File: src/rtl/c2h_sched_pkg.sv
// Shared constants, FSM state type and saturating-add helper for the C2H
// credit scheduler.
package c2h_sched_pkg;

    localparam int QID_W  = 11;
    localparam int CRDT_W = 16;

    typedef enum logic [1:0] {
        IDLE  = 2'd0,
        SCAN  = 2'd1,
        OFFER = 2'd2
    } sched_state_e;

    // Width-agnostic saturating add; callers cast operands up and the result down.
    function automatic logic [31:0] sat_add(
        input logic [31:0] a,
        input logic [31:0] b,
        input logic [31:0] max_val
    );
        logic [32:0] sum;
        sum = {1'b0, a} + {1'b0, b};
        return (sum > {1'b0, max_val}) ? max_val : sum[31:0];
    endfunction

endpackage

File: src/rtl/c2h_credit_table.sv
// Per-queue credit registers: one update port (saturating add or clear), one
// deduct port, both allowed on the same entry in one cycle; read by index.
module c2h_credit_table #(
    parameter int NUM_Q_MAX = 16,
    parameter int CRDT_W    = 16,
    parameter int IDX_W     = $clog2(NUM_Q_MAX)
) (
    input  logic              clk,
    input  logic              resetn,
    input  logic              upd_en,
    input  logic [IDX_W-1:0]  upd_idx,
    input  logic              upd_clr,
    input  logic [15:0]       upd_avl,
    input  logic              ded_en,
    input  logic [IDX_W-1:0]  ded_idx,
    input  logic [CRDT_W-1:0] ded_amt,
    input  logic [IDX_W-1:0]  rd_idx,
    output logic [CRDT_W-1:0] rd_credit
);
    import c2h_sched_pkg::*;

    localparam logic [31:0] CRDT_MAX = 32'((64'd1 << CRDT_W) - 64'd1);

    logic [CRDT_W-1:0] credit_q [NUM_Q_MAX];
    logic [CRDT_W-1:0] credit_d [NUM_Q_MAX];

    // Update is applied first and the deduct acts on its result, so a same-entry
    // collision yields sat(credit + avl) - amt, or 0 after a clear.
    always_comb begin
        for (int i = 0; i < NUM_Q_MAX; i++) begin
            credit_d[i] = credit_q[i];
            if (upd_en && upd_idx == IDX_W'(i)) begin
                if (upd_clr) begin
                    credit_d[i] = '0;
                end else begin
                    credit_d[i] = CRDT_W'(sat_add(32'(credit_q[i]), 32'(upd_avl), CRDT_MAX));
                end
            end
            if (ded_en && ded_idx == IDX_W'(i)) begin
                credit_d[i] = (credit_d[i] >= ded_amt) ? credit_d[i] - ded_amt : '0;
            end
        end
    end

    always_ff @(posedge clk or negedge resetn) begin
        if (!resetn) begin
            for (int i = 0; i < NUM_Q_MAX; i++) begin
                credit_q[i] <= '0;
            end
        end else begin
            for (int i = 0; i < NUM_Q_MAX; i++) begin
                credit_q[i] <= credit_d[i];
            end
        end
    end

    assign rd_credit = credit_q[rd_idx];

endmodule

File: src/rtl/c2h_credit_sched.sv
// Descriptor-credit tracker and round-robin queue scheduler feeding traffic_gen.
// Offer handshake: sched_valid/sched_qid stay fixed until sched_ready is seen high at a clock edge; that edge transfers the offer.
module c2h_credit_sched #(
    parameter int NUM_Q_MAX = 16,
    parameter int QID_W     = c2h_sched_pkg::QID_W,
    parameter int CRDT_W    = c2h_sched_pkg::CRDT_W
) (
    input  logic                        axi_aclk,
    input  logic                        axi_aresetn,
    input  logic                        enable,
    input  logic [QID_W-1:0]            qid_base,
    input  logic [QID_W-1:0]            num_queue,
    input  logic [CRDT_W-1:0]           crd_per_pkt,
    input  logic                        tm_dsc_sts_vld,
    input  logic [QID_W-1:0]            tm_dsc_sts_qid,
    input  logic [15:0]                 tm_dsc_sts_avl,
    input  logic                        tm_dsc_sts_qen,
    input  logic                        tm_dsc_sts_qinv,
    input  logic                        tm_dsc_sts_dir,
    input  logic                        tm_dsc_sts_mm,
    input  logic                        tm_dsc_sts_error,
    output logic                        tm_dsc_sts_rdy,
    output logic                        sched_valid,
    output logic [QID_W-1:0]            sched_qid,
    input  logic                        sched_ready,
    output logic [31:0]                 pkt_sent_cnt,
    output logic [15:0]                 dsc_drop_cnt,
    output c2h_sched_pkg::sched_state_e dbg_state
);
    import c2h_sched_pkg::*;

    localparam int IDX_W = $clog2(NUM_Q_MAX);
    localparam int NQ_W  = IDX_W + 1;

    sched_state_e      state;
    logic [QID_W-1:0]  base_r;
    logic [NQ_W-1:0]   nq_r;
    logic [IDX_W-1:0]  rr_ptr;
    logic [IDX_W-1:0]  rr_next;
    logic [NQ_W-1:0]   eff_nq;
    logic [CRDT_W-1:0] rd_credit;

    logic [QID_W-1:0]  upd_off;
    logic              upd_acc;
    logic              upd_ok;
    logic              upd_en;
    logic              ded_en;

    assign eff_nq = (num_queue >= QID_W'(NUM_Q_MAX)) ? NQ_W'(NUM_Q_MAX) : NQ_W'(num_queue);

    // Window check uses the latched base/size; the subtraction wraps, so queues
    // below the base land far outside the window.
    assign upd_off = tm_dsc_sts_qid - base_r;
    assign upd_acc = tm_dsc_sts_vld & tm_dsc_sts_rdy;
    assign upd_ok  = upd_acc & tm_dsc_sts_dir & ~tm_dsc_sts_mm & ~tm_dsc_sts_error
                   & (upd_off < QID_W'(nq_r));
    assign upd_en  = upd_ok & (tm_dsc_sts_qinv | tm_dsc_sts_qen);
    assign ded_en  = (state == OFFER) & sched_ready;

    assign rr_next = (NQ_W'(rr_ptr) + NQ_W'(1) == nq_r) ? '0 : rr_ptr + IDX_W'(1);

    c2h_credit_table #(
        .NUM_Q_MAX (NUM_Q_MAX),
        .CRDT_W    (CRDT_W),
        .IDX_W     (IDX_W)
    ) u_credit_table (
        .clk       (axi_aclk),
        .resetn    (axi_aresetn),
        .upd_en    (upd_en),
        .upd_idx   (upd_off[IDX_W-1:0]),
        .upd_clr   (tm_dsc_sts_qinv),
        .upd_avl   (tm_dsc_sts_avl),
        .ded_en    (ded_en),
        .ded_idx   (rr_ptr),
        .ded_amt   (crd_per_pkt),
        .rd_idx    (rr_ptr),
        .rd_credit (rd_credit)
    );

    always_ff @(posedge axi_aclk or negedge axi_aresetn) begin
        if (!axi_aresetn) begin
            state        <= IDLE;
            base_r       <= '0;
            nq_r         <= '0;
            rr_ptr       <= '0;
            sched_valid  <= 1'b0;
            sched_qid    <= '0;
            pkt_sent_cnt <= '0;
        end else begin
            case (state)
                IDLE: begin
                    if (enable) begin
                        state  <= SCAN;
                        base_r <= qid_base;
                        nq_r   <= eff_nq;
                        rr_ptr <= '0;
                    end
                end
                SCAN: begin
                    if (!enable) begin
                        state <= IDLE;
                    end else if (nq_r == '0 || crd_per_pkt == '0) begin
                        state <= SCAN;
                    end else if (rd_credit >= crd_per_pkt) begin
                        state       <= OFFER;
                        sched_valid <= 1'b1;
                        sched_qid   <= base_r + QID_W'(rr_ptr);
                    end else begin
                        rr_ptr <= rr_next;
                    end
                end
                OFFER: begin
                    // A pending offer is never withdrawn, even if enable drops.
                    if (sched_ready) begin
                        sched_valid  <= 1'b0;
                        pkt_sent_cnt <= pkt_sent_cnt + 32'd1;
                        rr_ptr       <= rr_next;
                        state        <= enable ? SCAN : IDLE;
                    end
                end
                default: state <= IDLE;
            endcase
        end
    end

    always_ff @(posedge axi_aclk or negedge axi_aresetn) begin
        if (!axi_aresetn) begin
            tm_dsc_sts_rdy <= 1'b0;
            dsc_drop_cnt   <= '0;
        end else begin
            tm_dsc_sts_rdy <= 1'b1;
            if (upd_acc && !upd_ok && dsc_drop_cnt != 16'hFFFF) begin
                dsc_drop_cnt <= dsc_drop_cnt + 16'd1;
            end
        end
    end

    assign dbg_state = state;

endmodule
File: config.mk
export PLATFORM = sky130hd
export DESIGN_NAME = c2h_credit_sched
export DESIGN_NICKNAME = d
export VERILOG_FILES = /design/src/rtl/c2h_sched_pkg.sv /design/src/rtl/c2h_credit_table.sv /design/src/rtl/c2h_credit_sched.sv
export SDC_FILE = /design/constraint.sdc
export NUM_CORES = 2
export LEC_CHECK = 0
export CORE_MARGIN = 2
export CORE_UTILIZATION = 45
export CTS_CLUSTER_DIAMETER = 150
export DETAILED_ROUTE_END_ITERATION = 8
export SYNTH_ARGS = -nofsm -noshare
export SYNTH_HDL_FRONTEND = slang
export SYNTH_SLANG_ARGS = --single-unit
File: constraint.sdc
create_clock -name axi_aclk -period 8.5 [get_ports axi_aclk]
set_clock_uncertainty 0.05 [all_clocks]
set_input_delay 2.55 -clock axi_aclk [delete_from_list [all_inputs] [get_ports axi_aclk]]
set_output_delay 2.55 -clock axi_aclk [all_outputs]
set_load 0.005 [all_outputs]
==> impl_metrics.env <==
export IMPL_outcome="completed"
export IMPL_crit_fanout=16
export IMPL_syn_inst=5558
export IMPL_grt_pass1_vias=44600
export IMPL_first_pass_iters=6
export IMPL_ys_types=90
export IMPL_cts_sinks=339
export IMPL_routed_wl_mm=183
export IMPL_min_from="pkt_sent_cnt[31]$_DFFE_PN0P_"
export IMPL_post_drt_via_cell_ratio=6.15
export IMPL_die_area_um2=101000
export IMPL_place_congestion=0.988
export IMPL_pwr_share_comb_pct=41.3
export IMPL_p_per_area_nw_per_um2=131
export IMPL_drtIter0Drc=4267
export IMPL_seqPwrFrac_pct=26.3
export IMPL_initial_core_util_pct=45.2
export IMPL_reg2reg_from="base_r[0]$_DFFE_PN0P_"
export IMPL_final_setup_tns_ps=0
export IMPL_postCtsHoldBufs=0
export IMPL_synth_nets=6223
export IMPL_finalHoldViolations=0
export IMPL_worstHoldPathCells=1
export IMPL_grt_first_pass_wirelength_mm=272
export IMPL_clock_latency_ps=670
export IMPL_syn_to_final_growth_pct=23.6
export IMPL_place_ws_ps=-840
export IMPL_hp_class="register to register"
export IMPL_synth_seq_cells=339
export IMPL_finalSetupViolCount=0
export IMPL_timing_final_crit_share_pct=95.3
export IMPL_syn_avg_cell_area_um2=7.99
export IMPL_cp_arrival_ps=8570
export IMPL_cts_buffer_depth=3
export IMPL_die_h_um=318
export IMPL_die_w_um=318
export IMPL_post_dp_cell_area_um2=52800
export IMPL_grt_use_total_pct=34.9
export IMPL_async_flop_share_pct=100
export IMPL_rows=115
export IMPL_syn_area_um2=44400
export IMPL_switching_share_pct=38.9
export IMPL_cts_inserted_buffers=48
export IMPL_startpoint_type="primary input"
export IMPL_r2r_end="u_credit_table.credit_q[4]$_DFF_PN0_"
export IMPL_critPathSlowestCell="a2111o_1"
export IMPL_path_clk_slew_ps=60
export IMPL_worstPathRequired_ps=8970
export IMPL_yosys_warnings=0
export IMPL_design_area_um2=54900
export IMPL_overflow=0
export IMPL_grt_max_degree=134
export IMPL_portBuffers=137
export IMPL_layout_drive_gt1_share_pct=18.5
export IMPL_dp_hpwl_mm=140
export IMPL_worst_setup_path_type="primary input to register"
export IMPL_fmax_mhz=123
export IMPL_worstSetupEndpointType="register"
export IMPL_intPower_w=0.00438
export IMPL_coreArea_um2=98100
export IMPL_reg2reg_depth=30
export IMPL_wl_per_cell_um=23.7
export IMPL_antenna_found_initial=12
export IMPL_drv_cap=0
export IMPL_max_stage_delay_ps=420
export IMPL_switchingPower_w=0.00279
export IMPL_htreeDepth=2
export IMPL_finalWorstSetupSlack_ps=400
export IMPL_synth_edf_count=0
export IMPL_synthFlopType="dfrtp_1"
export IMPL_top_level_ports=138
export IMPL_num_vias=47400
export IMPL_critical_path_most_common_cell="ha_1"
export IMPL_ir_worst_vdd_uv=138
export IMPL_fin_crit_ps=8100
export IMPL_tightest_slew_ps=1370
export IMPL_relSlewSlack_pct=8.90
export IMPL_ant_nets=0
export IMPL_yosysSeqAreaShare_pct=19.1
export IMPL_rsz0062_at_grt="no"
export IMPL_drcViolationCount=0
export IMPL_cts_tree="built"
export IMPL_nets=7047
export IMPL_power_frac_clock_pct=32.4
export IMPL_slew_viol_final=0
export IMPL_hold_end="pkt_sent_cnt[31]$_DFFE_PN0P_"
export IMPL_root_buffer="clkbuf_16"
export IMPL_p_leak_nw=26.2
export IMPL_r2r_slack_ps=2370
-- flip-flops by register name, indices dropped and copies added (netlist names) --
name / cells
tm_dsc_sts_rdy: 1
sched_qid: 11
sched_valid: 1
base_r: 11
u_credit_table.credit_q: 256
dbg_state: 2
rr_ptr: 4
nq_r: 5
dsc_drop_cnt: 16
pkt_sent_cnt: 32
-- cell usage in the layout (no fill, tap or decap), types with 20 or more instances in the layout --
cell,n
nor2b_1,82
a21o_1,147
nor3_1,139
ha_1,555
o22ai_1,20
o2bb2ai_1,25
fa_1,32
xnor2_1,269
buf_4,797
nor2_1,464
a211o_1,32
inv_1,206
mux2_2,68
a211oi_1,53
o21ai_0,447
nand2b_1,83
xor2_1,135
a22oi_1,42
o211ai_1,97
o21a_1,89
nand2_1,547
o31a_1,30
mux4_2,80
or2_2,24
and2_1,54
a31oi_1,98
nand3_1,149
o21bai_1,44
a21oi_1,393
o31ai_1,29
nor4_1,33
or3_1,71
nand4_1,85
clkdlybuf4s50_1,117
o41ai_1,26
dfrtp_1,337
clkbuf_16,48
a22o_1,23
and3_1,75
-- timing repair --
action	CTS	global route
resized for setup	6	66
pin swaps	0	13
setup endpoints to repair	37	256
buffers inserted	0	6
-- routing by layer --
metal	GRT usage, %	wire length [um]	up-vias
li1	-	-	22400
met1	47.5	78400	22700
met2	54.5	78900	1839
met3	5.93	15700	415
met4	14.7	9470	8
met5	0	54	-
-- worst max-delay path by stage --
stage | start | end | slack, ps | depth (start not counted)
after global routing | tm_dsc_sts_qid[0] | u_credit_table.credit_q[52]$_DFF_PN0_ | 3 | 32
after global placement | tm_dsc_sts_qid[0] | u_credit_table.credit_q[4]$_DFF_PN0_ | -860 | 31
after detailed placement | tm_dsc_sts_qid[0] | u_credit_table.credit_q[4]$_DFF_PN0_ | -840 | 31
after floorplan | tm_dsc_sts_qid[0] | u_credit_table.credit_q[3]$_DFF_PN0_ | 50 | 32
final | tm_dsc_sts_qid[0] | u_credit_table.credit_q[4]$_DFF_PN0_ | 400 | 32
after CTS | tm_dsc_sts_qid[0] | u_credit_table.credit_q[4]$_DFF_PN0_ | 0.8 | 30
-- critical path, delay by kind of cell --
kind	cells	cell delay [ps]
AOI/OAI and AO/OA	13	2650
buffers and inverters	7	1240
and+or+nand+nor	7	1040
adders and majority gates	4	970
xor gates and xnor gates	1	80
-- layout make-up --
cell class	count	area, um^2
fill	9336	43300
antenna	2	5.00
sequential	339	8490
tap	1287	1610
inverter	225	845
multi-input combinational	4819	34600
timing repair buffer	949	7520
clock buffer	63	1380
clock inverter	22	379
-- kinds of logic after synthesis --
kind of cell / count (synthesis) / synth area share (%)
buf+inv: 400 / 3.49
xor+xnor: 405 / 8.01
other cells: 1 / 0.00845
fa+ha+maj: 590 / 17.2
compound gates: 1770 / 25.6
simple gates: 1895 / 20.6
mux: 158 / 6.01
flops: 339 / 19.1
-- power groups by stage --
stage / registers [W] / logic [W] / clock network [W]
2_1_floorplan: 0.00182 / 0.00173 / 0
3_3_place_gp: 0.00191 / 0.00284 / 0
3_5_place_dp: 0.00191 / 0.00287 / 0
4_1_cts: 0.00189 / 0.00288 / 0.00235
5_1_grt: 0.00190 / 0.00317 / 0.00240
6_report: 0.00189 / 0.00296 / 0.00232
-- through the flow --
step | hold slack [ps] | total power, W | util, % | std cells
detailed placement | 407 | 0.00478 | 53.8 | 7613
CTS | 419 | 0.00712 | 55.6 | 7698
global route | 452 | 0.00747 | 55.9 | 7704
finish | 414 | 0.00717 | 55.9 | 7706
global placement | 409 | 0.00476 | 53.8 | 7613
floorplan | 415 | 0.00355 | - | 5558
-- cells in the mapped netlist, types with 18 or more instances --
cell | instances | share of area [%]
ha_1 | 556 | 16
nand2_1 | 549 | 4.6
nor2_1 | 465 | 3.9
o21ai_0 | 460 | 5.2
a21oi_1 | 399 | 4.5
dfrtp_1 | 339 | 19
xnor2_1 | 269 | 5.3
inv_1 | 223 | 1.9
nand3_1 | 149 | 1.7
a21o_1 | 148 | 2.5
clkbuf_1 | 143 | 1.2
nor3_1 | 142 | 1.6
xor2_1 | 135 | 2.7
a31oi_1 | 101 | 1.4
o211ai_1 | 97 | 1.6
o21a_1 | 89 | 1.5
nand4_1 | 85 | 1.2
nor2b_1 | 84 | 1.2
nand2b_1 | 83 | 1.2
mux4_2 | 80 | 4.1
and3_1 | 75 | 1.1
or3_1 | 73 | 1.0
mux2_2 | 68 | 1.7
a211oi_1 | 55 | 0.93
and2_1 | 54 | 0.76
o21bai_1 | 44 | 0.74
a22oi_1 | 42 | 0.71
fa_1 | 34 | 1.5
nor4_1 | 34 | 0.48
o31ai_1 | 33 | 0.56
o41ai_1 | 33 | 0.65
a211o_1 | 32 | 0.63
o31a_1 | 30 | 0.59
o2bb2ai_1 | 25 | 0.49
or2_2 | 24 | 0.34
a22o_1 | 23 | 0.45
o22ai_1 | 20 | 0.28
a21boi_0 | 18 | 0.30
(Power assumes the default switching activity.)
